`src/rtl/mux_pkg.sv`:
```
// Shared constants for the multi-channel mux/arbiter slice.
package mux_pkg;

  localparam int MODO_FIXO = 0;
  localparam int MODO_RR   = 1;

  // Index width never drops below one bit, so N=1 still has a Sinal port.
  function automatic int idx_w(input int n);
    return (n <= 1) ? 1 : $clog2(n);
  endfunction

endpackage

```
`src/rtl/mux_arb_arbitro_rr.sv`:
```
// Grant selection: first requester at or above the pointer (wrapping),
// or lowest index when round-robin is off.
module arbitro_rr
  import mux_pkg::*;
#(
  parameter  int N  = 3,
  localparam int IW = idx_w(N)
) (
  input  logic [N-1:0]  req,
  input  logic [IW-1:0] ptr,
  input  logic          mode_rr,
  output logic [N-1:0]  gnt,
  output logic [IW-1:0] idx
);

  int   start_i;
  int   chan_i;
  logic found;

  always_comb begin
    gnt     = '0;
    idx     = '0;
    found   = 1'b0;
    chan_i  = 0;
    start_i = mode_rr ? int'(ptr) : 0;
    for (int k = 0; k < N; k++) begin
      chan_i = start_i + k;
      if (chan_i >= N) chan_i = chan_i - N;
      if (!found && req[chan_i]) begin
        found       = 1'b1;
        gnt[chan_i] = 1'b1;
        idx         = IW'(chan_i);
      end
    end
  end

endmodule

```
`src/rtl/mux_arb.sv`:
```
// N-channel arbitrated mux feeding a one-deep output register with
// valid/ready handshake; fixed-priority or round-robin grant.
module mux_arb
  import mux_pkg::*;
#(
  parameter  int WIDTH = 8,
  parameter  int N     = 3,
  parameter  int MODE  = MODO_FIXO,
  localparam int IW    = idx_w(N)
) (
  input  logic               Clock,
  input  logic               Reset,
  input  logic [N*WIDTH-1:0] Dado,
  input  logic [N-1:0]       Valido,
  output logic [N-1:0]       Pronto,
  output logic [WIDTH-1:0]   Saida,
  output logic               SaidaValida,
  input  logic               SaidaPronta,
  output logic [IW-1:0]      Sinal
);

  logic [WIDTH-1:0] saida_q, saida_d;
  logic [IW-1:0]    sinal_q, sinal_d;
  logic             valida_q, valida_d;
  logic [IW-1:0]    ptr_q, ptr_d;

  logic             load_en;
  logic             xfer;
  logic [N-1:0]     gnt;
  logic [IW-1:0]    gnt_idx;
  logic [WIDTH-1:0] dado_sel;

  arbitro_rr #(.N(N)) u_arb (
    .req     (Valido),
    .ptr     (ptr_q),
    .mode_rr (MODE == MODO_RR),
    .gnt     (gnt),
    .idx     (gnt_idx)
  );

  // Reset gates load so nothing is accepted while the slice is being cleared.
  assign load_en = !Reset && (!valida_q || SaidaPronta);
  assign Pronto  = load_en ? gnt : '0;
  assign xfer    = |Pronto;

  always_comb begin
    dado_sel = '0;
    for (int i = 0; i < N; i++) begin
      if (gnt[i]) dado_sel = dado_sel | Dado[i*WIDTH +: WIDTH];
    end
  end

  always_comb begin
    saida_d  = saida_q;
    sinal_d  = sinal_q;
    valida_d = valida_q;
    ptr_d    = ptr_q;
    if (load_en) begin
      valida_d = xfer;
      if (xfer) begin
        saida_d = dado_sel;
        sinal_d = gnt_idx;
        if (MODE == MODO_RR) begin
          ptr_d = (gnt_idx == IW'(N - 1)) ? '0 : gnt_idx + IW'(1);
        end
      end
    end
  end

  always_ff @(posedge Clock) begin
    if (Reset) begin
      saida_q  <= '0;
      sinal_q  <= '0;
      valida_q <= 1'b0;
      ptr_q    <= '0;
    end else begin
      saida_q  <= saida_d;
      sinal_q  <= sinal_d;
      valida_q <= valida_d;
      ptr_q    <= ptr_d;
    end
  end

  assign Saida       = saida_q;
  assign Sinal       = sinal_q;
  assign SaidaValida = valida_q;

endmodule

```
`config.mk`:
```
export PLATFORM = sky130hd
export DESIGN_NAME = mux_arb
export DESIGN_NICKNAME = d
export VERILOG_FILES = /design/src/rtl/mux_pkg.sv /design/src/rtl/mux_arb_arbitro_rr.sv /design/src/rtl/mux_arb.sv
export SDC_FILE = /design/constraint.sdc
export NUM_CORES = 1
export LEC_CHECK = 0
export ABC_AREA = 1
export CORE_UTILIZATION = 46
export CTS_CLUSTER_DIAMETER = 60
export DETAILED_ROUTE_END_ITERATION = 16
export PLACE_DENSITY = 0.81
export SLEW_MARGIN = 25
export SYNTH_ARGS = -nofsm -noshare
export SYNTH_HDL_FRONTEND = slang
export SYNTH_HIERARCHICAL = 1
export SYNTH_SLANG_ARGS = --single-unit
export TNS_END_PERCENT = 100
```
`constraint.sdc`:
```
create_clock -name Clock -period 2.9 [get_ports Clock]
set_clock_uncertainty 0.15 [all_clocks]
set_input_delay 0.725 -clock Clock [delete_from_list [all_inputs] [get_ports Clock]]
set_output_delay 0.725 -clock Clock [all_outputs]
set_load 0.005 [all_outputs]
```
After elaboration in Yosys (flattened, before gate mapping)
Index checks and enable logic that the tools add are counted.
- bitwise gates (word level): 2
- reduce and logical (&&, ||, !) cells: 10
- mux-type cells: 11
- operator list (operator ; number):
    8-bit 2-to-1 mux ; 3
    8-bit OR ; 2
    3-bit 2-to-1 mux ; 2
    1-bit zero test ; 4
    1-bit 2-to-1 mux ; 4
    2-bit 2-to-1 mux ; 2
    1-bit logical AND ; 3
    3-bit OR reduction ; 1
    2-bit AND reduction ; 1
    1-bit logical OR ; 1
- output and inout port bits: 14
- bits of input ports: 30
- bits in registers: 11
- word-level logic and storage cells: 26

Longest topological paths before layout
Gate-level depths: netlist of the first run.
- word-level depth: 12
- gate-level depth with buffers: 19
- depth with buffers taken out: 18

Cells and area by module
Netlist of the first run, hierarchy kept.
- by module, submodules not included (module ; area an instance (sq um) ; instances ; cells an instance):
    mux_arb ; 711.9 ; 1 ; 111
    arbitro_rr ; 337.8 ; 1 ; 64

Worst setup path before layout of the first run
Ideal clock, no wire load.
- path kind: input -> output
- from: in Valido[0]
- to: out Pronto[1]
- required time: 2025 ps
- setup slack: 583 ps
- arrival: 1442 ps
- cell stages on the path: 10
- path through: nand2_2 > nand3_2 > nand2_4 > nand3_2 > nand2_2 > inv_2 > nand2_1 > buf_6 > inv_4 > nor2_1
- longest elaborated chain between the ends: 6
- ends and longest elaborated chain (element ; line ; text):
    start, declared ; mux_arb.sv:14 ; input logic [N-1:0] Valido,
    1-bit 2-to-1 mux ; mux_arb_arbitro_rr.sv:29 ; if (!found && req[chan_i]) begin
    1-bit zero test ; mux_arb_arbitro_rr.sv:29 ;
    1-bit logical AND ; mux_arb_arbitro_rr.sv:29 ;
    2-bit 2-to-1 mux ; mux_arb_arbitro_rr.sv:29 ;
    3-bit 2-to-1 mux ; mux_arb_arbitro_rr.sv:29 ;
    via gnt[1] ; mux_arb.sv:29 ; logic [N-1:0] gnt;
    3-bit 2-to-1 mux ; mux_arb.sv:43 ; assign Pronto = load_en ? gnt : '0;
    end, declared ; mux_arb.sv:15 ; output logic [N-1:0] Pronto,
The timed path passes the listed nets, and every way through them passes these cells.

Worst setup path in the final report of the first run
- from: in Valido[2]
- to: out Pronto[2]
- longest elaborated chain between the ends: 3
- ends and longest elaborated chain (element ; line):
    1-bit logical AND ; mux_arb_arbitro_rr.sv:29
    3-bit 2-to-1 mux ; mux_arb_arbitro_rr.sv:29
    via gnt[2] ; mux_arb.sv:29
    3-bit 2-to-1 mux ; mux_arb.sv:43
The timed path passes the listed nets, and every way through them passes these cells.

==> flow_summary.yaml, run 1 <==
status:
  status: "finished, final reports clean"
worst_setup_path:
  worstReg2RegStart: "SaidaValida$_SDFFE_PP0N_"
  critical_path_class: "primary input to output port"
  required_ns: 2.03
  arrival_ns: 1.95
  crit_fanout: 2
  slowest_delay_ns: 0.48
  r2r_cells: 6
  timing.rr.end: "Saida[2]$_SDFFE_PP0P_"
  slowest_stage: "clkdlybuf4s50_1"
  crit_chain: "clkdlybuf4s50_1 > nand2_1 > inv_1 > nand4_1 > nand2_2 > inv_2 > nor2_1 > dlygate4sd2_1"
  crit_path_start_kind: "primary input"
  r2r_setup_slack_ns: 1.58
  endpoint_kind: "output port"
detailed_routing:
  wl_per_cell_um: 10.4
  drt_pass1_iterations: 5
  drc_errors: 0
  dr.first_iter.drc_count: 25
  via_count: 1195
  wl_met2_um: 1390
  via_per_inst: 4.58
  wl_met1_um: 1210
  routed_wl_um: 2710
  dr.max_layer_used: "met4"
  wl_met3_um: 96
  ant_nets: 0
power_and_ir_drop:
  p_leak_nw: 0.831
  peakVddDrop_mv: 0.285
  powerDensity_nw_per_um2: 376
synthesis:
  netlist_instances: 175
  synth_edf_count: 0
  async_flop_share: 0
  synthFlopType: "dfxtp_1"
  synth.distinct_cells: 22
  synthTopCellsByCount: "nand2_1, inv_1, nand3_1, nor2_1, dfxtp_1"
  synth.most_common_cell: "nand2_1"
  synth_seq_cells: 11
  yosysWarnings: 6
  ys_top_cells_by_area: "nand2_1, dfxtp_1, nand3_1"
  syn_area_um2: 1050
  avgSynthCellArea_um2: 6.00
  synth.top_cell.area_share: 0.236
  synth_area_leader_cell: "nand2_1"
  synth_seq_area_share: 0.210
global_route:
  grt.overflow.total: 0
  grt_pass1_wl_um: 4460
  antenna_found_initial: 0
  grt_max_degree: 19
  grt.total_usage: 0.234
  first_global_vias: 1084
cells_and_area:
  syn_to_final_growth_pct: 52.3
  utilization: 0.775
  fill_cells: 181
  diodes: 0
  final_layout_size_suffix_gt1_frac: 0.226
  nNetsFinal: 269
placed_design:
  numPortBuffers: 43
  hpwl_um: 2130
  gp_congestion: 0.875
floorplanning:
  die_y_um: 49.8
  io_pins: 44
  coreArea_um2: 2060
  die_w_um: 49.8
  rows: 16
  die-area_um2: 2480
  start_util: 0.509
clock_network:
  cts.path.max_buffers: 2
  path_clk_slew_ns: 0.07
  numCtsBuffers: 3
  numClockSinks: 11
  cts_tree: "done"
  clock_latency_ns: 0.26
  cts_root_buffer: "clkbuf_4"
  hold_buffers: 0
  cts.htree.levels: 1
timing:
  timing.fmax_mhz: 354
  post-route-period-util: 0.973
  hold_violations: 0
  drv_slew: 0
  finalSetupViolCount: 0
  min_period_ns: 2.82
  hold-worst-slack_ns: 0.318
run:
  maxCapViolations: 0
hold_path:
  min_from: "Sinal[0]$_SDFFE_PP0P_"
  hold_end: "Sinal[0]$_SDFFE_PP0P_"
  whs_path_depth: 2
  min_path_type: "register to register"
[cell type report]
class                      count  area, µm²  share of cell area
timing repair buffer          58        539               0.337
tap                           27       33.8              0.0211
clock buffer                   4       26.3              0.0164
sequential                    11        220               0.138
multi-input combinational    130        656               0.410
inverter                      31        124              0.0775
[state kept, by name, summed over array words and instances (netlist names)]
register / flops
Saida: 8
SaidaValida: 1
Sinal: 2
[metrics by stage]
step	setup TNS [ns]	cell area [µm²]	worst slack [ns]	power [W]	instances
floorplan	0	1060	0.583	0.000370	178
global placement	-0.926	1550	-0.347	0.000479	255
detailed placement	-1.06	1550	-0.388	0.000487	255
CTS	0	1600	0.0601	0.000598	261
global route	-0.00442	1600	-0.00442	0.000650	261
finish	0	1600	0.0773	0.000601	261
[metal layers]
| layer | up-vias | track usage |
|---|---|---|
| met5 | - | 0 |
| met4 | 0 | 0.110 |
| met3 | 4 | 0.0340 |
| met2 | 35 | 0.414 |
| met1 | 519 | 0.272 |
| li1 | 637 | - |
[how the worst max path moves through the flow]
stage / slack, ns / startpoint / cells after the start / end
floorplan: 0.58 / Valido[0] / 10 / Pronto[1]
global placement: -0.35 / Valido[1] / 12 / Pronto[1]
detailed placement: -0.39 / Valido[0] / 12 / Pronto[0]
CTS: 0.06 / Valido[2] / 8 / Pronto[2]
global route: -0.004 / Valido[0] / 12 / Pronto[1]
finish: 0.08 / Valido[2] / 8 / Pronto[2]
[cell usage in the layout (no fill, tap or decap), drive strengths merged, types with 4 or more instances in the layout]
cell type | synthesis | layout
inv | 31 | 31
clkbuf | 1 | 4
nand3 | 21 | 21
nand2 | 72 | 72
dfxtp | 11 | 11
conb | 1 | 4
nor2 | 21 | 21
ha | 4 | 4
clkdlybuf4s50 | 0 | 38
o21ai | 4 | 4
buf | 5 | 16
[cells by family after synthesis]
kind of cell | count (synthesis) | share of synthesized area
AND/OR/NAND/NOR | 117 | 0.517
buffers and inverters | 37 | 0.184
flip-flops | 11 | 0.210
AO/OA/AOI/OAI | 5 | 0.0381
adder cells (fa/ha/maj) | 4 | 0.0477
other | 1 | 0.00357
[report_power, final]
| part | switching, W | total (W) | internal, W |
|---|---|---|---|
| sequential | 0.0000121 | 0.000184 | 0.000172 |
| combinational | 0.000154 | 0.000312 | 0.000158 |
| clock | 0.0000518 | 0.000105 | 0.0000532 |
[repair_timing]
| action | CTS | global route |
|---|---|---|
| endpoints found under the setup margin | 3 | 1 |
| hold endpoints to repair | 0 | 0 |
| cloned | 0 | 0 |
| pin swaps | 3 | 0 |
| buffers inserted | 2 | 0 |
| resized for setup | 13 | 1 |
[worst max-delay path: cells and delay by family]
family                 cells  cell delay (ns)
and+or+nand+nor            4             0.40
buffers and inverters      4             0.82
Power figures use the tool's default switching activity.
==> inputs of run 2 (changes only) <==
CAP_MARGIN = 20   (was unset)
SKIP_LAST_GASP = 1   (was unset)
==> results of run 2 <==
The final DEF is identical to that of run 1; final timing and power are the same.
==> inputs of run 3 (changes only) <==
CAP_MARGIN = unset   (was 20)
REMOVE_ABC_BUFFERS = 1   (was unset)
==> run 3 against run 2 <==
Global-route usage rose by 1.3 points. Routed wire length rose by 1.8%. Sequential cell count did not move. Largest power group unchanged. Via count rose by 1.3%.
==> flow_summary.yaml, run 3 (synthesis gave the netlist of run 1 again) <==
power_and_ir_drop:
  pwr-share-clk: 0.179
  powerDensity_nw_per_um2: 378
  pwr-share-seq: 0.306
  power.total_w: 0.000600
  switchingPower_w: 0.000220
  peakVddDrop_mv: 0.203
  pwr-share-comb: 0.515
  power.share.switching: 0.366
  intPower_w: 0.000380
  p_leak_nw: 0.828
timing:
  hold_violations: 0
  post-route-period-util: 0.976
  timing.fmax_mhz: 353
  finalSetupViolCount: 0
  drv_slew: 0
  rsz0062_at_grt: "false"
  min_period_ns: 2.83
floorplanning:
  io_pins: 44
  start_util: 0.509
  die_y_um: 49.8
  rows: 16
  die_w_um: 49.8
  die-area_um2: 2480
  coreArea_um2: 2060
detailed_routing:
  ant_nets: 0
  wl_per_cell_um: 10.6
  routed_wl_um: 2760
  dr.first_iter.drc_count: 31
  drc_errors: 0
  via_per_inst: 4.65
  drt_pass1_iterations: 4
  via_count: 1210
placed_design:
  placed_area_um2: 1560
  hpwl_um: 2140
  dpl.cell_count: 256
  gp_congestion: 0.904
  numPortBuffers: 43
clock_network:
  clock_latency_ns: 0.27
  numCtsBuffers: 3
  cts_root_buffer: "clkbuf_4"
  post-cts-setup-buffer-count: 0
  hold_buffers: 0
  cts.htree.levels: 1
  cts_tree: "done"
  cts.path.max_buffers: 2
  path_clk_slew_ns: 0.07
  numClockSinks: 11
worst_setup_path:
  endpoint_kind: "output port"
  required_ns: 2.03
  critical_path_class: "primary input to output port"
  crit_path_start_kind: "primary input"
  slowest_stage: "clkdlybuf4s50_1"
  arrival_ns: 1.96
  critPathMostFrequentCell: "nand2_1"
  crit_fanout: 2
  crit_chain: "clkdlybuf4s50_1 > nand2_1 > inv_1 > nand4_1 > nand2_1 > inv_2 > nor2_1 > clkdlybuf4s15_1"
  slowest_delay_ns: 0.49
global_route:
  antenna_found_initial: 0
  grt.overflow.total: 0
  grt_max_degree: 19
  grt.total_usage: 0.246
  first_global_vias: 1164
  grt_pass1_wl_um: 4650
cells_and_area:
  nNetsFinal: 268
  postLayoutCellArea_um2: 1590
  syn_to_final_growth_pct: 51.3
  fill_cells: 168
  final_cell_mix: "nand2_1, clkdlybuf4s50_1, inv_1"
  mostFrequentLayoutCell: "nand2_1"
  utilization: 0.770
  final_cells: 260
  final_layout_size_suffix_gt1_frac: 0.210
  largest_reg_flops: 8
  diodes: 0
run:
  maxCapViolations: 0
status:
  status: "finished, final reports clean"
hold_path:
  min_path_type: "register to register"
[run 3: changes by cell type in the layout (fill, tap and decap cells not counted)]
cell             before  now
nand2_2               7    6
dlygate4sd2_1         3    4
buf_2                 1    0
clkdlybuf4s15_1       0    1
nand2_1              63   64
buf_6                 1    0
clkdlybuf4s15_2       1    0
[run 3: layout make-up]
class | instances | area (µm²) | share of cell area
well taps | 27 | 33.8 | 0.0213
inverters | 31 | 124 | 0.0780
flip-flops and latches | 11 | 220 | 0.139
clock buffers | 4 | 26.3 | 0.0165
multi-input cells | 130 | 653 | 0.411
repair buffers | 57 | 531 | 0.334
[run 3: layer usage]
| metal | track usage | up-vias | part of all wire |
|---|---|---|---|
| met5 | 0 | - | 0 |
| met2 | 0.464 | 52 | 0.49 |
| met3 | 0.0247 | 4 | 0.062 |
| met4 | 0.124 | 0 | 0.012 |
| met1 | 0.268 | 515 | 0.43 |
| li1 | - | 639 | - |
[run 3: per-stage QoR]
step	setup TNS, ns	setup slack [ns]	hold slack, ns
6_report	0	0.0699	0.321
5_1_grt	0	0.00988	0.360
4_1_cts	0	0.0823	0.326
3_5_place_dp	-1.03	-0.397	0.315
3_3_place_gp	-0.878	-0.326	0.311
2_1_floorplan	0	0.526	0.312
[run 3: path summary, 6_finish.rpt]
path / startpoint / cells past startpoint / endpoint / slack, ns
max reg2reg: SaidaValida$_SDFFE_PP0N_ / 6 / Saida[5]$_SDFFE_PP0P_ / 1.63
min reg2reg: Sinal[0]$_SDFFE_PP0P_ / 2 / Sinal[0]$_SDFFE_PP0P_ / 0.32
min: Sinal[0]$_SDFFE_PP0P_ / 2 / Sinal[0]$_SDFFE_PP0P_ / 0.32
max: Valido[2] / 8 / Pronto[2] / 0.07
[run 3: critical path: cells and delay by family]
family                 cells  cell delay (ns)
buffers and inverters      4             0.81
AND/OR/NAND/NOR            4             0.42
[run 3: what timing repair did]
action,in CTS,in global routing
resized for setup,7,1
pin swaps,1,1
endpoints found under the setup margin,3,1
[run 3: power by group through the flow]
stage                     clock, W  sequential (W)  combinational, W
after floorplan                  0        0.000189          0.000156
after global placement           0        0.000186          0.000295
after detailed placement         0        0.000187          0.000303
after CTS                 0.000111        0.000184          0.000303
after global routing      0.000120        0.000187          0.000342
final                     0.000107        0.000184          0.000309
